`config.mk`:
```
export PLATFORM = sky130hd
export DESIGN_NAME = mem_stage_lsu
export DESIGN_NICKNAME = d
export VERILOG_FILES = /design/src/rtl/mem_stage_lsu_pkg.sv /design/src/rtl/lsu_load_ext.sv /design/src/rtl/mem_stage_lsu.sv
export SDC_FILE = /design/constraint.sdc
export NUM_CORES = 1
export LEC_CHECK = 0
export ABC_AREA = 1
export BUFFER_PORTS_ARGS = -buffer_cell sky130_fd_sc_hd__buf_4
export CAP_MARGIN = 10
export CORE_ASPECT_RATIO = 1.75
export CORE_MARGIN = 8
export CORE_UTILIZATION = 55
export CTS_CLUSTER_SIZE = 25
export DETAILED_ROUTE_END_ITERATION = 10
export MAX_ROUTING_LAYER = met4
export PLACE_DENSITY = 0.9
export SETUP_SLACK_MARGIN = 0.05
export SLEW_MARGIN = 20
export SYNTH_ARGS = -nofsm -noshare
export SYNTH_HDL_FRONTEND = slang
export SYNTH_HIERARCHICAL = 1
export SYNTH_SLANG_ARGS = --single-unit
```
`constraint.sdc`:
```
create_clock -name clk -period 4 [get_ports clk]
set_input_delay 0.6 -clock clk [delete_from_list [all_inputs] [get_ports clk]]
set_output_delay 0.6 -clock clk [all_outputs]
set_load 0.005 [all_outputs]
```
`src/rtl/mem_stage_lsu_pkg.sv`:
```
// Shared encodings for the MEM-stage load/store unit: load/store kinds from the decoder
// and the LSU handshake state machine.
package mem_stage_lsu_pkg;

  localparam logic [3:0] LOAD_NONE = 4'd0;
  localparam logic [3:0] LOAD_LB   = 4'd1;
  localparam logic [3:0] LOAD_LBU  = 4'd2;
  localparam logic [3:0] LOAD_LH   = 4'd3;
  localparam logic [3:0] LOAD_LHU  = 4'd4;
  localparam logic [3:0] LOAD_LW   = 4'd5;

  localparam logic [3:0] STORE_NONE = 4'd0;
  localparam logic [3:0] STORE_SB   = 4'd1;
  localparam logic [3:0] STORE_SH   = 4'd2;
  localparam logic [3:0] STORE_SW   = 4'd3;

  typedef enum logic [2:0] {
    LSU_IDLE  = 3'd0,
    LSU_REQ   = 3'd1,
    LSU_WAIT  = 3'd2,
    LSU_DONE  = 3'd3,
    LSU_DRAIN = 3'd4
  } lsu_state_e;

  // Replicate the store operand into every lane; the strobes pick the live ones.
  function automatic logic [31:0] lsu_store_lanes(input logic [3:0] st, input logic [31:0] sd);
    logic [31:0] lanes;
    case (st)
      STORE_SB:             lanes = {4{sd[7:0]}};
      STORE_SH:             lanes = {2{sd[15:0]}};
      STORE_SW, STORE_NONE: lanes = sd;
      default:              lanes = sd;
    endcase
    return lanes;
  endfunction

endpackage

```
`src/rtl/lsu_load_ext.sv`:
```
// Combinational byte/half/word extraction and sign/zero extension of bus read data.
module lsu_load_ext
  import mem_stage_lsu_pkg::*;
(
  input  logic [3:0]  load_type,
  input  logic [1:0]  addr_lo,
  input  logic [31:0] rdata,
  output logic [31:0] result
);

  logic [7:0]  byte_s;
  logic [15:0] half_s;

  always_comb begin
    byte_s = 8'h00;
    half_s = addr_lo[1] ? rdata[31:16] : rdata[15:0];
    result = 32'h0000_0000;
    case (addr_lo)
      2'd0:    byte_s = rdata[7:0];
      2'd1:    byte_s = rdata[15:8];
      2'd2:    byte_s = rdata[23:16];
      2'd3:    byte_s = rdata[31:24];
      default: byte_s = 8'h00;
    endcase
    case (load_type)
      LOAD_LB:  result = {{24{byte_s[7]}}, byte_s};
      LOAD_LBU: result = {24'h00_0000, byte_s};
      LOAD_LH:  result = {{16{half_s[15]}}, half_s};
      LOAD_LHU: result = {16'h0000, half_s};
      LOAD_LW:  result = rdata;
      default:  result = 32'h0000_0000;
    endcase
  end

endmodule

```
`src/rtl/mem_stage_lsu.sv`:
```
// MEM-stage load/store unit: one req/addr_ok/data_ok bus transaction per memory instruction,
// stalling the pipeline until the access completes and holding extended load data in DONE.
module mem_stage_lsu
  import mem_stage_lsu_pkg::*;
#(
  parameter int ADDR_W = 32,
  parameter int DATA_W = 32
) (
  input  logic              clk,
  input  logic              rst,
  input  logic              wmem,
  input  logic [3:0]        load_type,
  input  logic [3:0]        store_type,
  input  logic [3:0]        byte_valid,
  input  logic [ADDR_W-1:0] addr,
  input  logic [DATA_W-1:0] store_data,
  input  logic              exc_pending,
  input  logic              flush,
  input  logic              pipe_adv,
  output logic              bus_req,
  output logic              bus_wr,
  output logic [3:0]        bus_wstrb,
  output logic [ADDR_W-1:0] bus_addr,
  output logic [DATA_W-1:0] bus_wdata,
  input  logic              bus_addr_ok,
  input  logic              bus_data_ok,
  input  logic [DATA_W-1:0] bus_rdata,
  output logic              mem_stall,
  output logic [DATA_W-1:0] load_result
);

  lsu_state_e        state_q, state_d;
  logic              access_s;
  logic              word_s;
  logic              iss_wr_s;
  logic [3:0]        iss_wstrb_s;
  logic [ADDR_W-1:0] iss_addr_s;
  logic [DATA_W-1:0] iss_wdata_s;
  logic              bus_wr_q, bus_wr_d;
  logic [3:0]        bus_wstrb_q, bus_wstrb_d;
  logic [ADDR_W-1:0] bus_addr_q, bus_addr_d;
  logic [DATA_W-1:0] bus_wdata_q, bus_wdata_d;
  logic [3:0]        ld_type_q, ld_type_d;
  logic [1:0]        addr_lo_q, addr_lo_d;
  logic [DATA_W-1:0] load_result_q, load_result_d;
  logic [DATA_W-1:0] ext_s;

  // Extraction uses the load kind and offset latched at issue, not the live EXE/MEM fields.
  lsu_load_ext u_load_ext (
    .load_type (ld_type_q),
    .addr_lo   (addr_lo_q),
    .rdata     (bus_rdata),
    .result    (ext_s)
  );

  always_comb begin
    access_s    = (wmem | (load_type != LOAD_NONE)) & ~exc_pending & ~flush & ~rst;
    word_s      = (load_type == LOAD_LW) | (wmem & (store_type == STORE_SW));
    iss_wr_s    = wmem;
    iss_wstrb_s = wmem ? byte_valid : 4'b0000;
    iss_addr_s  = word_s ? {addr[ADDR_W-1:2], 2'b00} : addr;
    iss_wdata_s = wmem ? lsu_store_lanes(store_type, store_data) : {DATA_W{1'b0}};
  end

  always_comb begin
    state_d       = state_q;
    bus_req       = 1'b0;
    bus_wr        = 1'b0;
    bus_wstrb     = 4'b0000;
    bus_addr      = {ADDR_W{1'b0}};
    bus_wdata     = {DATA_W{1'b0}};
    mem_stall     = 1'b0;
    bus_wr_d      = bus_wr_q;
    bus_wstrb_d   = bus_wstrb_q;
    bus_addr_d    = bus_addr_q;
    bus_wdata_d   = bus_wdata_q;
    ld_type_d     = ld_type_q;
    addr_lo_d     = addr_lo_q;
    load_result_d = load_result_q;
    case (state_q)
      LSU_IDLE: begin
        if (access_s) begin
          // Request goes out the same cycle the instruction is seen; the bus set is latched
          // so REQ can hold it stable while addr_ok is pending.
          bus_req     = 1'b1;
          bus_wr      = iss_wr_s;
          bus_wstrb   = iss_wstrb_s;
          bus_addr    = iss_addr_s;
          bus_wdata   = iss_wdata_s;
          mem_stall   = 1'b1;
          bus_wr_d    = iss_wr_s;
          bus_wstrb_d = iss_wstrb_s;
          bus_addr_d  = iss_addr_s;
          bus_wdata_d = iss_wdata_s;
          ld_type_d   = wmem ? LOAD_NONE : load_type;
          addr_lo_d   = addr[1:0];
          state_d     = bus_addr_ok ? LSU_WAIT : LSU_REQ;
        end else begin
          state_d = LSU_IDLE;
        end
      end
      LSU_REQ: begin
        if (flush) begin
          state_d = LSU_IDLE;
        end else begin
          bus_req   = 1'b1;
          bus_wr    = bus_wr_q;
          bus_wstrb = bus_wstrb_q;
          bus_addr  = bus_addr_q;
          bus_wdata = bus_wdata_q;
          mem_stall = 1'b1;
          state_d   = bus_addr_ok ? LSU_WAIT : LSU_REQ;
        end
      end
      LSU_WAIT: begin
        mem_stall = ~flush;
        if (bus_data_ok) begin
          if (flush) begin
            state_d = LSU_IDLE;
          end else begin
            load_result_d = (ld_type_q != LOAD_NONE) ? ext_s : load_result_q;
            state_d       = LSU_DONE;
          end
        end else begin
          state_d = flush ? LSU_DRAIN : LSU_WAIT;
        end
      end
      LSU_DONE: begin
        state_d = (pipe_adv | flush) ? LSU_IDLE : LSU_DONE;
      end
      LSU_DRAIN: begin
        // The killed access still owes a data_ok; a waiting instruction must not issue yet.
        mem_stall = access_s;
        state_d   = bus_data_ok ? LSU_IDLE : LSU_DRAIN;
      end
      default: begin
        state_d = LSU_IDLE;
      end
    endcase
  end

  always_ff @(posedge clk) begin
    if (rst) begin
      state_q       <= LSU_IDLE;
      bus_wr_q      <= 1'b0;
      bus_wstrb_q   <= 4'b0000;
      bus_addr_q    <= {ADDR_W{1'b0}};
      bus_wdata_q   <= {DATA_W{1'b0}};
      ld_type_q     <= LOAD_NONE;
      addr_lo_q     <= 2'b00;
      load_result_q <= {DATA_W{1'b0}};
    end else begin
      state_q       <= state_d;
      bus_wr_q      <= bus_wr_d;
      bus_wstrb_q   <= bus_wstrb_d;
      bus_addr_q    <= bus_addr_d;
      bus_wdata_q   <= bus_wdata_d;
      ld_type_q     <= ld_type_d;
      addr_lo_q     <= addr_lo_d;
      load_result_q <= load_result_d;
    end
  end

  assign load_result = load_result_q;

endmodule

```
==> flow_summary.toml <==
[drt]
vias = 6845
routedWlPerCell_um = 15.9
vias_per_cell = 5.43
drc = 0
final_antenna_net_count = 0
finalWirelength_um = 20000
drt_iter0_drc = 442
dr.pass1.iters = 5

[layout]
fill_cells = 942
area_delta_synth_final_pct = 29.0
nets = 1240
layout_common_cells = "nand2_1, buf_4, dfxtp_1"
fin_util_pct = 72.3
drive_above_1_share_pct = 27.5
diodes = 0
final_common_cell = "nand2_1"

[critical_path]
path_max_fanout = 37
reg2reg_to = "load_result[7]$_SDFFE_PP0P_"
worstPathRequired_ns = 3.40
r2r_cells = 8
ff2ff_setup_slack_ns = 1.98
critPathArrivalTime_ns = 2.47
r2r-start = "ld_type_q[0]$_SDFFE_PP0P_"
path_class = "input port to output port"
cp-start-kind = "input port"
end_kind = "output port"

[yosys]
muxShareOfSynthArea_pct = 0
synth_top_family_by_area = "simple AND/OR/NAND/NOR gates"
netlist_instances = 947
synth_area_um2 = 6190
netlist-cell-type-count = 29
synth_compound_area_share_pct = 11.2
synthSimpleGateAreaFrac_pct = 45.3
yosys_warnings = 6
synth-seq-area-share_pct = 35.6
yosys.area_share.xor_xnor_pct = 0
avgSynthCellArea_um2 = 6.53
ys_ff_latch = 110
yosys.area_share.adder_pct = 0
syn-num-nets = 1063

[timing]
rsz0062_at_grt = "no"
slew_violations = 0
setup_tns_ns = 0
whs_ns = 0.423
period_share_pct = 76.7
timing.final.ws_setup_ns = 0.931
hold_violations = 0
period_needed_ns = 3.07
max_freq_mhz = 326
finalSetupViolations = 0
worstMarginPinSlew_ns = 0.873
slew_headroom_pct = 41.7
finalClockSkew_ns = 0.00524

[pwr]
p_per_area_nw_per_um2 = 304
leakagePower_nw = 4.00
ir_drop_mv = 0.221

[place]
dp_slack_ns = 0.949
dp_hpwl_um = 14700
io_buffers = 218
gp_congestion = 0.948

[run_status]
status = "complete, no violations"

[clocking]
cts_tree = "yes"
cts_root_buf = "clkbuf_16"
cts.clk_slew.worst_paths_ns = 0.07
post_cts_resize_count = 0
cts_buffers = 9
cts_max_level = 3
cts_max_path_buffers = 2
clock-sinks = 110
post-cts-setup-buffers = 0
ctsHoldBuffers = 0
clk_latency_ns = 0.35

[hold_path]
hold_path_end = "state_q[2]$_SDFF_PP0_"
hp-start = "bus_data_ok"
hold_path_class = "input port to flip-flop"
hold_depth = 2

[floorplan]
core-area_um2 = 11000
initial_core_util_pct = 56.0
pin_count = 219
die_w_um = 96.2
rows = 51
die_y_um = 156
die-area_um2 = 15000

[global_route]
antenna_found_initial = 0
overflow = 0
grt_usage_pct = 26.5
grt_pass1_wl_um = 31000
grt_max_degree = 78
grt_pass1_vias = 6610

[run]
maxCapViolations = 0
## sequential cells by signal, indices dropped and copies added, names as in the netlist
name         count
load_result     32
addr_lo_q        2
bus_wr_q         1
bus_wstrb_q      4
bus_addr_q      32
bus_wdata_q     32
state_q          3
ld_type_q        4
## final cells by class
| type | count | area, um2 | share of cell area [%] |
|---|---|---|---|
| clock buffers | 9 | 225 | 2.82 |
| clock inverters | 7 | 81.3 | 1.02 |
| inverters | 36 | 135 | 1.69 |
| multi-input cells | 744 | 3500 | 43.8 |
| flip-flops and latches | 110 | 2200 | 27.6 |
| well taps | 132 | 165 | 2.07 |
| repair buffers | 223 | 1670 | 21.0 |
## Yosys cell counts (all sizes together)
cell type | number | area, um2
inv | 36 | 135
a21oi | 82 | 418
clkbuf | 19 | 71.3
o21ai | 54 | 278
and2 | 1 | 8.76
nand4 | 4 | 25.0
buf | 38 | 279
or2 | 10 | 62.6
nand2 | 356 | 1380
nand3 | 115 | 713
nor4 | 1 | 6.26
dfxtp | 110 | 2200
nor3 | 2 | 15.0
nor2 | 98 | 433
nand3b | 21 | 158
## layer usage
layer / wire length (um) / vias to the layer above / global-route usage [%]
met3: 1510 / 64 / 5.23
met4: 931 / 0 / 14.1
met2: 10400 / 290 / 45.7
met1: 7170 / 3083 / 27.2
li1: - / 3408 / -
met5: 0 / - / -
## worst max-delay path: stages
cell and delay, ns:
buf_4 0.13, inv_2 0.33, nand4_1 0.22, nor2_4 0.70, nand3_1 0.21, nand2_1 0.14, buf_4 0.12
## metrics by stage
step                area [um2]  std cells  power (mW)
floorplan                 6190        947        1.35
global route              7980       1261        2.52
detailed placement        7670       1245        1.52
global placement          7670       1245        1.52
finish                    7980       1261        2.42
CTS                       7980       1261        2.44
## report_power, final
| group | switching, mW | internal [mW] |
|---|---|---|
| registers | 0.0158 | 1.12 |
| logic | 0.202 | 0.164 |
| clock network | 0.430 | 0.495 |
## worst max path at each step
stage	slack, ns	endpoint	cells past startpoint	from
after detailed placement	0.95	bus_wdata[24]	7	rst
after CTS	0.94	bus_wdata[24]	7	rst
after global placement	0.95	bus_wdata[24]	7	rst
after global routing	0.76	bus_addr[10]	8	flush
after floorplan	1.92	bus_wdata[13]	7	rst
final	0.93	bus_wdata[10]	7	rst
## cell families after synthesis
| logic type | Yosys count |
|---|---|
| compound gates | 136 |
| flops | 110 |
| buf+inv | 93 |
| simple gates | 608 |
No activity file was read; power rests on OpenSTA's default activity.
